==> src/rtl/input_debounce_pkg.sv <==
`default_nettype none
// ============================================================================
// Module      : input_debounce_pkg
// Description : Shared constants and helpers for the input_debounce block.
//               - DEBOUNCE_10MS_100MHZ : 10 ms qualification time at 100 MHz.
//               - cnt_width()          : width of the per-channel stable-level
//                                        counter for a given STABLE_CYCLES.
// Ports       : none (package)
// Revision    : 1.0 - initial release
// ============================================================================
package input_debounce_pkg;

   localparam int DEBOUNCE_10MS_100MHZ = 1_000_000;

   // The counter has to hold 0 .. STABLE_CYCLES-1. Sizing it to hold
   // STABLE_CYCLES itself keeps the width at least 1 for STABLE_CYCLES = 1.
   function automatic int cnt_width(input int stable_cycles);
      return (stable_cycles < 1) ? 1 : $clog2(stable_cycles + 1);
   endfunction

endpackage : input_debounce_pkg
`default_nettype wire

==> src/rtl/input_debounce_chan.sv <==
`default_nettype none
// ============================================================================
// Module      : debounce_chan
// Description : One debounce channel. Two-flop synchronizer, stable-level
//               counter, registered debounced output and optional single-cycle
//               rise/fall pulses coincident with the output transition.
// Ports       : clk     - system clock
//               a_reset - asynchronous active-high reset
//               din     - raw pin level, asynchronous to clk
//               dout    - debounced level
//               rise    - one-cycle pulse when dout goes 0->1
//               fall    - one-cycle pulse when dout goes 1->0
// Macro       : INPUT_DEBOUNCE_EDGE_EN - builds the rise/fall registers; when
//               undefined rise/fall are tied to 0.
// Revision    : 1.0 - initial release
// ============================================================================
module debounce_chan
   import input_debounce_pkg::*;
#(
   parameter int   STABLE_CYCLES = DEBOUNCE_10MS_100MHZ,
   parameter logic RESET_VAL     = 1'b0
) (
   input  logic clk,
   input  logic a_reset,
   input  logic din,
   output logic dout,
   output logic rise,
   output logic fall
);

   localparam int                 c_cnt_w    = cnt_width(STABLE_CYCLES);
   localparam logic [c_cnt_w-1:0] c_cnt_last = c_cnt_w'(STABLE_CYCLES - 1);
   localparam logic [c_cnt_w-1:0] c_cnt_one  = c_cnt_w'(1);

   logic               r_s1;
   logic               r_s2;
   logic               r_dout;
   logic [c_cnt_w-1:0] r_cnt;

   logic               w_differ;
   logic               w_accept;
   logic [c_cnt_w-1:0] w_cnt_next;

   // Any cycle where the synchronized level agrees with dout restarts the
   // qualification, so only an unbroken run of STABLE_CYCLES differing
   // samples is accepted. Acceptance and counting are mutually exclusive,
   // which keeps the counter from ever passing c_cnt_last.
   always_comb begin
      w_differ   = (r_s2 != r_dout);
      w_accept   = w_differ && (r_cnt == c_cnt_last);
      w_cnt_next = '0;
      if (w_differ && !w_accept) begin
         w_cnt_next = r_cnt + c_cnt_one;
      end
   end

   always_ff @(posedge clk or posedge a_reset) begin
      if (a_reset) begin
         r_s1   <= RESET_VAL;
         r_s2   <= RESET_VAL;
         r_dout <= RESET_VAL;
         r_cnt  <= '0;
      end else begin
         r_s1  <= din;
         r_s2  <= r_s1;
         r_cnt <= w_cnt_next;
         if (w_accept) begin
            r_dout <= r_s2;
         end
      end
   end

   assign dout = r_dout;

`ifdef INPUT_DEBOUNCE_EDGE_EN
   logic r_rise;
   logic r_fall;

   // Registered from the same acceptance term that loads dout, so each pulse
   // lines up with the dout transition cycle and lasts exactly one cycle
   // (the counter restarts at 0 after acceptance).
   always_ff @(posedge clk or posedge a_reset) begin
      if (a_reset) begin
         r_rise <= 1'b0;
         r_fall <= 1'b0;
      end else begin
         r_rise <= w_accept &&  r_s2;
         r_fall <= w_accept && !r_s2;
      end
   end

   assign rise = r_rise;
   assign fall = r_fall;
`else
   assign rise = 1'b0;
   assign fall = 1'b0;
`endif

endmodule : debounce_chan
`default_nettype wire

==> src/rtl/input_debounce.sv <==
`default_nettype none
// ============================================================================
// Module      : input_debounce
// Description : Multi-channel debouncer for mechanical board inputs. Each
//               channel is an independent debounce_chan; this level only
//               slices the buses.
// Ports       : clk     - system clock (100 MHz PLL clock)
//               a_reset - asynchronous active-high reset
//               din     - [WIDTH] raw pin levels, asynchronous to clk
//               dout    - [WIDTH] debounced registered levels
//               rise    - [WIDTH] one-cycle pulse on dout 0->1
//               fall    - [WIDTH] one-cycle pulse on dout 1->0
// Macro       : INPUT_DEBOUNCE_EDGE_EN - enables the rise/fall registers;
//               when undefined rise/fall are constant 0, dout is unchanged.
// Revision    : 1.0 - initial release
// ============================================================================
module input_debounce
   import input_debounce_pkg::*;
#(
   parameter int               WIDTH         = 4,
   parameter int               STABLE_CYCLES = DEBOUNCE_10MS_100MHZ,
   parameter logic [WIDTH-1:0] RESET_VAL     = {WIDTH{1'b0}}
) (
   input  logic             clk,
   input  logic             a_reset,
   input  logic [WIDTH-1:0] din,
   output logic [WIDTH-1:0] dout,
   output logic [WIDTH-1:0] rise,
   output logic [WIDTH-1:0] fall
);

   for (genvar g = 0; g < WIDTH; g++) begin : g_chan
      debounce_chan #(
         .STABLE_CYCLES (STABLE_CYCLES),
         .RESET_VAL     (RESET_VAL[g])
      ) u_chan (
         .clk     (clk),
         .a_reset (a_reset),
         .din     (din[g]),
         .dout    (dout[g]),
         .rise    (rise[g]),
         .fall    (fall[g])
      );
   end

endmodule : input_debounce
`default_nettype wire

==> config.mk <==
export PLATFORM = sky130hd
export DESIGN_NAME = input_debounce
export DESIGN_NICKNAME = d
export VERILOG_FILES = /design/src/rtl/input_debounce_pkg.sv /design/src/rtl/input_debounce_chan.sv /design/src/rtl/input_debounce.sv
export SDC_FILE = /design/constraint.sdc
export NUM_CORES = 1
export LEC_CHECK = 0
export ABC_AREA = 1
export BUFFER_PORTS_ARGS = -buffer_cell sky130_fd_sc_hd__buf_2
export CAP_MARGIN = 20
export CORE_MARGIN = 2
export CORE_UTILIZATION = 56
export CTS_CLUSTER_DIAMETER = 100
export CTS_CLUSTER_SIZE = 14
export DETAILED_ROUTE_END_ITERATION = 12
export GPL_TIMING_DRIVEN = 0
export PLACE_DENSITY = 0.76
export SLEW_MARGIN = 20
export SYNTH_ARGS = -nofsm -noshare
export SYNTH_HDL_FRONTEND = slang
export SYNTH_SLANG_ARGS = --single-unit
==> constraint.sdc <==
create_clock -name clk -period 2.5 [get_ports clk]
set_input_delay 0.25 -clock clk [delete_from_list [all_inputs] [get_ports clk]]
set_output_delay 0.25 -clock clk [all_outputs]
set_load 0.005 [all_outputs]
==> metrics, run 1 <==
status completed; Final Hold Viols 0; diode count 0; Clock Sink Count 92; # port buffers 9; Power Internal ~2.0 mW; clk_skew between 0.01 and 0.015 ns; WP data arrival 1.83 ns; Core ar. roughly 0.0088 mm²; NetSw approximately 0.60 mW; Hold Crit Class input pin to flip-flop; Synth top area share 0.449; CTS resizes 0; Via density between 4 and 5; Initial Util 0.582; synthesized area per cell a little under 8 µm²; clock slew at reported path FFs approximately 0.080 ns; setup_tns 0 ns; nature of the critical path endpoint flip-flop; global placement routability congestion 0.917; GR Layer Usage met2 0.348; CTS Root Cell clkbuf_8; Worst-Skew Late Latency 0.36 ns; total design power between 2 and 3 mW; initial antenna violation count 0; die area just under 0.01 mm²; Cell Area, Synth between 0.005 and 0.006 mm²; GR peak layer met2; Synth async-reset ratio 1.00; Layout area overhead 10.1%; number of synthesis warnings 0; FP Rows 34; die width 99.7 µm; crit path max fanout 10; Final Util 0.641; post-CTS setup buffers 0; worst IR drop on VDD approximately 0.32 mV; leading area contributor after synthesis dfrtp_1; clock buffer count from CTS 9; sequential-to-total area share from yosys stat 0.449; wire per inst 11.7 µm; CTS tree done; final WL slightly above 9000 µm; Max Clock Freq between 0.6 and 0.7 GHz; hold_buf cts 4; Leakage about 2.5 nW; worst setup path start g_chan[1].u_chan.r_cnt[0]; ys flop type dfrtp_1; first-pass iteration count of the detailed router 4; GRT Residual Overflow 0; DPL Wire Length approximately 7000 µm; via count 3,984; Critical Setup Path Class flip-flop to flip-flop; worst flop-to-flop path endpoint g_chan[1].u_chan.r_cnt[5]; switching part of the total 0.228; Post-synth EDFFs 0; final setup fails 0; Sequential Power Share 0.576; vias in the first global route slightly below 4k; share of layout cells above drive strength 1 0.138; Filler cells roughly 760; crit path time final approximately 1.6 ns; Max clock buf depth 2; die height ~100 µm; Clock power frac 0.371; R2R Setup Slk around 0.92 ns; IO Pins 18; max_cap viols 0; DRC 0; PD cells between 400 and 500 mW/mm²; met1 GRT Util 0.278; total global-route track usage 0.208; Nets just under 700; number of H-tree levels 3; cell depth of the worst min-delay path 1; M3 GR Usage 0.0365; Iteration-0 DRC Markers between 150 and 200; CP required about 2.8 ns; Final Max Tran Viols 0; FF-to-FF path depth 7; antenna-violating nets left 0; post-synthesis cell type count 29; cell with the most instances after synthesis nand2_1; first-pass GRT wire length between 15,000 and 20,000 µm; RSZ-0062 raised after global routing no; post-synthesis sequential element count just over 90; Mapped Cells between 600 and 700; CP Launch Type flip-flop; end of the critical path g_chan[1].u_chan.r_cnt[5]; Post-synth top cells nand2_1, nor2_1, dfrtp_1; Crit Reg-Reg Startpoint g_chan[1].u_chan.r_cnt[0]; largest net degree at the start of global routing 33; final period utilization 0.632; Comb power frac 0.052; Synth area leaders dfrtp_1, nand2_1, nor2_1
## cell usage in the layout, fill, tap and decap left out
cell type,Yosys,layout
nand2_1,150,150
nor2_1,148,148
dfrtp_1,92,92
inv_1,64,63
nand3_1,41,41
xor2_1,29,29
nor2_2,19,19
xnor2_1,19,19
buf_4,12,12
clkbuf_8,1,11
nand4_1,9,9
nand2_2,9,9
buf_2,0,9
nor2_4,8,8
conb_1,1,8
o21bai_1,7,7
nand2_4,6,6
a21oi_1,6,6
nand3_2,6,6
o21ai_0,6,6
nor3_1,4,4
ha_1,4,4
dlygate4sd3_1,0,4
clkinvlp_4,0,3
buf_6,2,2
inv_2,2,2
buf_12,1,2
buf_16,0,2
nor3b_1,1,1
and2_1,1,1
nor2_8,1,1
or2_0,1,1
nor3_2,1,1
clkinv_2,0,1
bufinv_16,0,1
clkbuf_1,0,1
## routing by layer
metal | wire length [µm] | share of wire | vias up
met1 | 4510 | 0.48 | 1868
met4 | 123 | 0.013 | 0
met2 | 4420 | 0.47 | 59
met5 | 0 | 0 | -
li1 | - | - | 2046
met3 | 284 | 0.030 | 11
## how the worst min path moves through the flow
stage	start	slack [ns]	to
after CTS	din[0]	0.01	g_chan[0].u_chan.r_s1
after global placement	g_chan[0].u_chan.r_s1	0.33	g_chan[0].u_chan.r_s2
final	din[0]	0.03	g_chan[0].u_chan.r_s1
after floorplan	din[0]	0.28	g_chan[0].u_chan.r_s1
after detailed placement	a_reset	0.28	g_chan[1].u_chan.r_cnt[6]
after global routing	din[0]	0.005	g_chan[0].u_chan.r_s1
## power groups by stage
stage / Sequential, mW / Clock (mW) / Combinational, mW
4_1_cts: 1.53 / 1.02 / 0.142
3_5_place_dp: 1.56 / 0 / 0.136
2_1_floorplan: 1.55 / 0 / 0.0961
3_3_place_gp: 1.56 / 0 / 0.119
6_report: 1.53 / 0.985 / 0.138
5_1_grt: 1.53 / 1.07 / 0.161
## per-stage QoR
step / cell area [µm²] / setup WS (ns) / hold WS [ns] / std cells
CTS: 5640 / 0.894 / 0.0123 / 797
finish: 5640 / 0.920 / 0.0271 / 797
floorplan: 5160 / 1.11 / 0.281 / 658
global route: 5640 / 0.760 / 0.00543 / 797
detailed placement: 5410 / 0.907 / 0.278 / 778
global placement: 5340 / 0.575 / 0.334 / 775
## logic make-up (layout without fill, tap and decap cells)
logic type      after synthesis  after routing  share of synthesized area
xor+xnor                     48             48                     0.0820
fa+ha+maj                     4              4                    0.00976
flops                        92             92                      0.449
simple gates                405            405                      0.360
compound gates               19             19                     0.0220
other cells                   1              8                   0.000732
buf+inv                      82            113                     0.0769
## state kept, by name, summed over array words and instances, names as in the netlist
name	count
g_chan.u_chan.r_s1	4
g_chan.u_chan.r_s2	4
g_chan.u_chan.r_cnt	80
g_chan.u_chan.dout	4
## worst max-delay path, cell delays in order (launching register included)
cell	delay (ns)
dfrtp_1	0.43
ha_1	0.23
nand2_2	0.08
nor2_4	0.18
nand3_2	0.19
nand2_4	0.18
buf_12	0.15
nor2_2	0.03
## final cells by class
type / count / area (µm²) / share of cell area
multi-input cells: 484 / 2460 / 0.435
flip-flops and latches: 92 / 2300 / 0.408
inverters: 66 / 251 / 0.0446
repair buffers: 16 / 160 / 0.0284
plain buffers: 16 / 146 / 0.0259
clock buffers: 11 / 141 / 0.0251
well taps: 108 / 135 / 0.0239
clock inverters: 4 / 50.0 / 0.00887
Power figures use the tool's default switching activity.
==> run 2: changes to the inputs <==
- CORE_UTILIZATION: 56 -> 60
- PLACE_DENSITY: 0.76 -> 0.78
- clock period: 2.5 -> 1.56 ns (I/O delays scaled with it)
==> run 2 against run 1 <==
  * Register-to-register slack worse by 0.83 ns
  * Die area down 6.4%
  * First-iteration DRC count down 16%
  * Critical endpoint is now g_chan[1].u_chan.r_cnt[2]
  * Combinational power up 86%
  * Cell count up 1.6%
  * Largest power group unchanged
  * Non-clock buffer count up 15
  * Worst setup slack worse by 0.83 ns
  * Global-route usage up 2.1 points
  * Critical path type unchanged
  * Total power up 68%
  * Routed wire length up 6.2%
  * Clock-buffer cell count up 1
==> metrics, run 2 (synthesis gave the netlist of run 1 again) <==
first-pass iteration count of the detailed router 4 (unchanged); antenna-violating nets left 0 (unchanged); Max Clock Freq 0.680 GHz (was 0.633 GHz); worst-margin pin slew between 0.6 and 0.7 ns; IO Pins 18 (unchanged); Layout area overhead 14.0% (was 10.1%); nature of the critical path endpoint flip-flop (unchanged); Core ar. 0.00826 mm² (was 0.00881 mm²); Final Hold Viols 0 (unchanged); share of layout cells above drive strength 1 0.159 (was 0.138); total global-route track usage 0.229 (was 0.208); global placement routability congestion 0.876 (was 0.917); PD cells 764 mW/mm² (was 470 mW/mm²); DRC 0 (unchanged); FP Rows 33 (was 34); Initial Util 0.621 (was 0.582); most frequent cells in the layout nand2_1, nor2_1, dfrtp_1, inv_1, nand3_1 (unchanged); vias in the first global route 3,784 (was 3,853); number of H-tree levels 3 (unchanged); total design power 4.46 mW (was 2.65 mW); Reg with most FFs g_chan.u_chan.r_cnt (unchanged); CP required 1.81 ns (was 2.75 ns); first-pass GRT wire length 16,700 µm (was 16,900 µm); die area 0.00930 mm² (was 0.00994 mm²); area of the multi-input gates 0.00251 mm² (was 0.00246 mm²); wire per inst 12.2 µm (was 11.7 µm); Critical Setup Path Class flip-flop to flip-flop (unchanged); Final Util 0.708 (was 0.641); WP data arrival 1.72 ns (was 1.83 ns); crit path time final 1.47 ns (was 1.58 ns); final WL 9910 µm (was 9340 µm); Nets 710 (was 695); relative slew slack 0.593; Crit Reg-Reg Startpoint g_chan[1].u_chan.r_cnt[1] (was g_chan[1].u_chan.r_cnt[0]); clk_skew 0.00963 ns (was 0.0120 ns); commonest non-fill, non-tap cell in the layout nand2_1 (unchanged); via count 4,112 (was 3,984); clock buffer count from CTS 9 (unchanged); Leakage 2.63 nW (was 2.51 nW); largest net degree at the start of global routing 32 (was 33); # port buffers 9 (unchanged); crit path max fanout 10 (unchanged); Hold Slack 0.316 ns (was 0.0271 ns); placed instance area 0.00540 mm² (was 0.00541 mm²); Final Max Tran Viols 0 (unchanged); worst IR drop on VDD 0.519 mV (was 0.318 mV); CTS tree done (unchanged); FF-to-FF path depth 7 (unchanged); Finished Cell Area 0.00584 mm² (was 0.00564 mm²); max_cap viols 0 (unchanged); clock slew at reported path FFs 0.09 ns (was 0.08 ns); sequential cell area 0.00230 mm² (about the same); Worst-Skew Late Latency 0.36 ns (about the same); GRT Residual Overflow 0 (unchanged); Via density 5.08 (was 5.00); Clock Sink Count 92 (unchanged); initial antenna violation count 0 (unchanged); CP Launch Type flip-flop (unchanged); DPL Wire Length 7140 µm (was 7030 µm); diode count 0 (unchanged); Largest register FFs 80 (unchanged); final period utilization 0.943 (was 0.632); R2R Setup Slk 0.09 ns (was 0.92 ns); die width 96.4 µm (was 99.7 µm); status completed (unchanged); Iteration-0 DRC Markers 137 (was 163); CTS Root Cell clkbuf_8 (unchanged); worst flop-to-flop path endpoint g_chan[1].u_chan.r_cnt[2] (was g_chan[1].u_chan.r_cnt[5]); Hold Crit Class input pin to async pin (was input pin to flip-flop); die height 96.4 µm (was 99.7 µm); Filler cells 656 (was 758); Max clock buf depth 2 (unchanged); final setup fails 0 (unchanged)
[run 2: what timing repair did]
item,4_1_cts,5_1_grt
setup endpoints to repair,26,50
pin swaps,1,7
endpoints found under the hold margin,15,0
buffers inserted,4,10
hold buffers,5,0
gates resized for setup,0,10
[run 2: worst max-delay path, cell delays in order, from the launching register on]
cell and delay [ns]:
dfrtp_1 0.38, ha_1 0.21, nand2_2 0.08, nor2_4 0.20
nand3_4 0.17, nand2_8 0.14, buf_12 0.15, nor2_2 0.04
[run 2: worst max path at each step]
stage | from | endpoint | depth (start not counted)
after global placement | a_reset | g_chan[0].u_chan.r_cnt[5] | 2
after global routing | g_chan[1].u_chan.r_cnt[1] | g_chan[1].u_chan.r_cnt[2] | 7
final | g_chan[1].u_chan.r_cnt[1] | g_chan[1].u_chan.r_cnt[2] | 7
after detailed placement | g_chan[1].u_chan.r_cnt[0] | g_chan[1].u_chan.r_cnt[7] | 7
after CTS | g_chan[2].u_chan.r_cnt[0] | g_chan[2].u_chan.r_cnt[15] | 7
after floorplan | g_chan[1].u_chan.r_cnt[0] | g_chan[1].u_chan.r_cnt[17] | 7
[run 2: layout make-up]
class | count | area share
multi-input cells | 484 | 0.430
flip-flops and latches | 92 | 0.394
repair buffers | 31 | 0.0480
inverters | 66 | 0.0430
plain buffers | 16 | 0.0251
clock buffers | 12 | 0.0248
well taps | 105 | 0.0225
clock inverters | 4 | 0.0124
[run 2: report_power, final]
group	internal (mW)	switching [mW]
clock	0.946	0.812
sequential	2.42	0.0325
combinational	0.114	0.141
[run 2: per-layer routing]
layer,vias up,track usage,part of all wire
met2,81,0.387,0.49
li1,2077,-,-
met4,0,0.0751,0.015
met5,-,0,0
met1,1940,0.309,0.46
met3,14,0.0272,0.033
[run 2: through the flow]
step / worst slack [ns] / TNS [ns] / cells
after detailed placement: -0.0253 / -0.217 / 775
after floorplan: 0.168 / 0 / 658
final: 0.0890 / 0 / 810
after global routing: -0.00393 / -0.00437 / 810
after CTS: 0.0131 / 0 / 800
after global placement: -0.284 / -25.79 / 772
